$ cat src/rtl/alu_rs.sv
// ALU reservation station: age-ordered, CDB wakeup, oldest-ready select.
// Optional ALU_RS_STALL_CNT_EN adds a saturating stall_cnt output.
module alu_rs #(
  parameter int DEPTH = 4,
  parameter int TAG_W = 4
) (
  input  logic                       clk,
  input  logic                       rst,
  input  logic                       disp_valid,
  output logic                       disp_ready,
  input  logic [3:0]                 disp_op,
  input  logic [TAG_W-1:0]           disp_dst_tag,
  input  logic                       disp_s1_rdy,
  input  logic                       disp_s2_rdy,
  input  logic [31:0]                disp_s1_val,
  input  logic [31:0]                disp_s2_val,
  input  logic [TAG_W-1:0]           disp_s1_tag,
  input  logic [TAG_W-1:0]           disp_s2_tag,
  input  logic                       cdb_valid,
  input  logic [TAG_W-1:0]           cdb_tag,
  input  logic [31:0]                cdb_value,
  output logic                       issue_req,
  input  logic                       grant,
  output logic [31:0]                a,
  output logic [31:0]                b,
  output logic [3:0]                 alu_op,
  output logic [TAG_W-1:0]           issue_tag,
  output logic [$clog2(DEPTH+1)-1:0] count
`ifdef ALU_RS_STALL_CNT_EN
  ,
  output logic [15:0]                stall_cnt
`endif
);

  localparam int CW = $clog2(DEPTH+1);
  localparam int IW = $clog2(DEPTH);

  typedef struct packed {
    logic [3:0]       op;
    logic [TAG_W-1:0] dst;
    logic             r1;
    logic [31:0]      v1;
    logic [TAG_W-1:0] t1;
    logic             r2;
    logic [31:0]      v2;
    logic [TAG_W-1:0] t2;
  } ent_t;

  ent_t          q [DEPTH];
  ent_t          d [DEPTH];
  ent_t          nw;
  logic          found;
  logic [IW-1:0] sel;
  logic          pop;
  logic          push;
  logic [CW-1:0] cnt_rm;
  logic [CW-1:0] cnt_d;

  assign disp_ready = (count < CW'(DEPTH));

  // Scan from youngest to oldest so the oldest ready entry wins.
  always_comb begin
    found = 1'b0;
    sel   = '0;
    for (int i = DEPTH-1; i >= 0; i--) begin
      if (i < int'(count) && q[i].r1 && q[i].r2) begin
        found = 1'b1;
        sel   = IW'(i);
      end
    end
  end

  assign issue_req = found;
  assign a         = found ? q[sel].v1  : '0;
  assign b         = found ? q[sel].v2  : '0;
  assign alu_op    = found ? q[sel].op  : '0;
  assign issue_tag = found ? q[sel].dst : '0;

  assign pop  = grant && found;
  assign push = disp_valid && disp_ready;

  always_comb begin
    nw.op  = disp_op;
    nw.dst = disp_dst_tag;
    nw.r1  = disp_s1_rdy;
    nw.v1  = disp_s1_val;
    nw.t1  = disp_s1_tag;
    nw.r2  = disp_s2_rdy;
    nw.v2  = disp_s2_val;
    nw.t2  = disp_s2_tag;
    if (!disp_s1_rdy && cdb_valid && disp_s1_tag == cdb_tag) begin
      nw.r1 = 1'b1;
      nw.v1 = cdb_value;
    end
    if (!disp_s2_rdy && cdb_valid && disp_s2_tag == cdb_tag) begin
      nw.r2 = 1'b1;
      nw.v2 = cdb_value;
    end
  end

  // Compact out the granted entry, wake survivors, then append.
  always_comb begin
    d = q;
    if (pop) begin
      for (int i = 0; i < DEPTH-1; i++) begin
        if (i >= int'(sel)) d[i] = q[i+1];
      end
    end
    cnt_rm = count - CW'(pop);
    for (int i = 0; i < DEPTH; i++) begin
      if (cdb_valid && !d[i].r1 && d[i].t1 == cdb_tag) begin
        d[i].r1 = 1'b1;
        d[i].v1 = cdb_value;
      end
      if (cdb_valid && !d[i].r2 && d[i].t2 == cdb_tag) begin
        d[i].r2 = 1'b1;
        d[i].v2 = cdb_value;
      end
    end
    if (push) begin
      for (int i = 0; i < DEPTH; i++) begin
        if (int'(cnt_rm) == i) d[i] = nw;
      end
    end
    cnt_d = cnt_rm + CW'(push);
  end

  always_ff @(posedge clk or posedge rst) begin
    if (rst) begin
      count <= '0;
      for (int i = 0; i < DEPTH; i++) q[i] <= '0;
    end else begin
      count <= cnt_d;
      q     <= d;
    end
  end

`ifdef ALU_RS_STALL_CNT_EN
  always_ff @(posedge clk or posedge rst) begin
    if (rst) begin
      stall_cnt <= '0;
    end else if (issue_req && !grant && stall_cnt != 16'hFFFF) begin
      stall_cnt <= stall_cnt + 16'd1;
    end
  end
`endif

endmodule
$ cat config.mk
export PLATFORM = sky130hd
export DESIGN_NAME = alu_rs
export DESIGN_NICKNAME = d
export VERILOG_FILES = /design/src/rtl/alu_rs.sv
export SDC_FILE = /design/constraint.sdc
export NUM_CORES = 1
export LEC_CHECK = 0
export CAP_MARGIN = 20
export CORE_ASPECT_RATIO = 1.5
export CORE_MARGIN = 2
export CORE_UTILIZATION = 32
export DETAILED_ROUTE_END_ITERATION = 8
export GPL_TIMING_DRIVEN = 0
export PLACE_DENSITY = 0.47
export SLEW_MARGIN = 20
export SYNTH_ARGS = -nofsm -noshare
export SYNTH_HDL_FRONTEND = slang
export SYNTH_SLANG_ARGS = --single-unit
export TNS_END_PERCENT = 1
$ cat constraint.sdc
create_clock -name clk -period 13.9 [get_ports clk]
set_input_delay 1.39 -clock clk [delete_from_list [all_inputs] [get_ports clk]]
set_output_delay 1.39 -clock clk [all_outputs]
set_load 0.02 [all_outputs]
==> results by group <==
Status
  – Status: complete, no violations

Final layout
  – # fillers: ~6200
  – N_diodes: 0
  – Synth-to-layout area growth: 20.13%
  – Final cell count without fillers: around 3200
  – Most common cell after layout, fill and taps aside: nand2_1
  – Commonest non-fill, non-tap cells in the layout: 372 x nand2_1, 331 x dfrtp_1, 243 x nor2_1
  – Multi-input gate area: 10820 sq um
  – Layout cells sized above 1: 8.582%
  – Final core occ: around two fifths
  – Seq. cell area: 8283 sq um
  – Cell area after layout: 24250 sq um
  – Nets@finish: ~2500

Clock network
  – TritonCTS buffer count: 38
  – Clock Path Buffers: 3
  – Worst skew pair latency: 0.56 ns
  – CTS root buffer: clkbuf_16
  – CTS tree: done
  – Clock sinks: around 330
  – H-tree depth: 2
  – Cts repair resizes: 0
  – CTS clk-pin slew, worst paths: roughly 0.06 ns
  – Hold_buf cts: 0
  – Post-CTS setup buffer count: 0

Power
  – Seq pwr share: about a quarter
  – Clock share of power: 14.7%
  – Comb pwr share: 60.1%
  – VDD IR max: 0.1057 mV
  – Psw: between 3 and 4 mW
  – Internal power: 3.946 mW
  – Switching share of power: a little under half
  – PwrDens: roughly 300 nW/um^2
  – Power Total: roughly 7.3 mW
  – Lkg Pwr: roughly 10 nW

Die
  – Starting Density: 32.38%
  – Die Span Y: 311.6 um
  – Site row count: around 110
  – Full die area: 65160 sq um
  – # IOs: 200
  – Core area: 62360 sq um
  – Die W: approximately 210 um

Yosys
  – Fraction of the mapped netlist area in simple logic gates: between 10% and 20%
  – Syn Inst Count: between 2000 and 2500
  – Syn Area/Cell: 9.132 sq um
  – Sequential share of the synthesized area: approximately 41%
  – Cell accounting for the most synthesized area: dfrtp_1
  – Synth cell types: 58
  – Share of Yosys cell area claimed by the top area cell type: 41.02%
  – Main flop type after synthesis: dfrtp_1
  – Main combinational cell family by area after synthesis: compound AO/OA/AOI/OAI gates
  – Synthesized cell area: around 20000 sq um
  – Mux contribution to synthesized area: about 16%
  – Adder-Cell Fraction of Synth Area: less than 1%
  – Syn. warnings: 0
  – Post-synthesis xor/xnor area fraction: roughly 1.2%
  – Synth Area in Compound Gates: a little under a fifth
  – Yosys reg bits: 331
  – Number of synthesized flops with an enable pin: 0
  – Post-Syn Nets: about 2300
  – Post-synth ARST share: 100.0%
  – Synth area leaders: dfrtp_1 41%, mux4_2 7.9%, mux2i_1 7.5%

Place
  – Cells after DPL: 3180
  – Port Buffers: 166
  – Post-DP HPWL: between 60000 and 70000 um
  – DP Area: roughly 23000 sq um
  – Placer Congestion: 0.9282
  – Post-place setup slack: 7.515 ns

Timing
  – Worst Setup Slack, final: roughly 7.4 ns
  – Worst slew margin: between 15 and 20%
  – Hold Violations, Final: 0
  – Highest clock rate: approximately 150 MHz
  – Worst Tran Pin Value: 1.266 ns
  – Period utilization: 46.64%
  – Setup TNS: 0 ns
  – Final Hold Slack: around 0.51 ns
  – Final Max Slew Viols: 0
  – Setup Viol. Count Final: 0
  – RSZ-0062 raised after global routing: no
  – Clk_skew: 0.01450 ns
  – Post-layout min period: roughly 6.5 ns

Hold path
  – Hold WC Path Type: flop to flop

Global routing
  – Number of global-route vias before repair: a little under 20000
  – First-pass GRT wire length: between 100000 and 150000 um
  – Overall Global Routing Usage: approximately 28%
  – Pin count of the biggest net entering global routing: just over 90
  – Total grt overflow: 0
  – Antenna violations before repair: 3

Detailed routing
  – Per-cell routed wire length: 28.05 um
  – Final ANT Viol Nets: 0
  – Total number of vias: 19110
  – Drt drc: 0
  – Via density: 5.890
  – 1st-iter DRT viols: around 1800
  – Drt first pass iters: 6
  – Final WL: 91010 um

Critical path
  – WP data arrival: a little over 5 ns
  – Highest net fanout along the worst path: 10
  – Kind of critical path: flop to output port
  – Setup crit start kind: flop
  – CP Data Required Time: 12.51 ns
  – Worst setup EP type: output port

Job
  – Max-cap viol count: 0
cell families after synthesis:
family | after synthesis
multiplexers | 227
AO/OA/AOI/OAI | 524
AND/OR/NAND/NOR | 827
buffers and inverters | 270
flip-flops | 331
adder cells (fa/ha/maj) | 4
XOR/XNOR | 28
power groups by stage:
stage | combinational, mW | sequential (mW) | clock (mW)
2_1_floorplan | 2.77 | 1.71 | 0
3_3_place_gp | 4.31 | 1.82 | 0
3_5_place_dp | 4.38 | 1.83 | 0
4_1_cts | 4.40 | 1.82 | 1.09
5_1_grt | 4.70 | 1.89 | 1.13
6_report | 4.40 | 1.84 | 1.08
metal layers:
metal	vias up	share of wire (%)	track usage, %
li1	8387	-	-
met1	9587	38	32.50
met2	911	51	48.55
met3	221	6.8	4.938
met4	6	4.3	12.24
met5	-	0.031	0
cells in the mapped netlist, types with 36 or more instances:
| cell | number |
|---|---|
| a211oi_1 | 37 |
| a21oi_1 | 117 |
| a221o_1 | 64 |
| a221oi_1 | 64 |
| a22oi_1 | 36 |
| and2_1 | 77 |
| clkbuf_1 | 185 |
| dfrtp_1 | 331 |
| inv_1 | 44 |
| mux2i_1 | 151 |
| mux4_2 | 71 |
| nand2_1 | 372 |
| nand3_1 | 45 |
| nor2_1 | 243 |
| o21ai_0 | 52 |
| o22ai_1 | 66 |
worst paths after layout:
check                                   startpoint           endpoint  slack (ns)  depth (start not counted)
worst min register to register   q[74]$_DFFE_PP0P_  q[74]$_DFFE_PP0P_        0.51                          2
max in group asynchronous                      rst    q[24]$_DFF_PP0_       11.16                          4
worst max-delay path            count[2]$_DFF_PP0_               a[0]        7.42                         10
min in group asynchronous                      rst   q[166]$_DFF_PP0_        1.33                          2
worst max register to register  count[1]$_DFF_PP0_   q[318]$_DFF_PP0_        8.51                         14
worst min-delay path             q[74]$_DFFE_PP0P_  q[74]$_DFFE_PP0P_        0.51                          2
state kept, by name, indices dropped and copies added (netlist names):
register,flops
q,328
count,3
final cells by class:
type,instances,area share (%)
Buffer,225,3.884
Clock buffer,54,4.586
Multi-Input combinational cell,1610,44.63
Sequential cell,331,34.15
Clock inverter,11,0.6551
Tap cell,798,4.117
Timing Repair Buffer,171,7.253
Inverter,45,0.7274
critical path, stage by stage (launching register included):
cell	delay, ns
dfrtp_1	0.42
buf_6	0.17
o31a_4	0.38
a21oi_1	0.18
and2_1	0.14
buf_2	0.34
clkbuf_1	0.91
clkbuf_1	0.80
mux4_2	0.36
and2_1	0.18
clkdlybuf4s50_1	0.64
No activity file was read; power rests on OpenSTA's default activity.
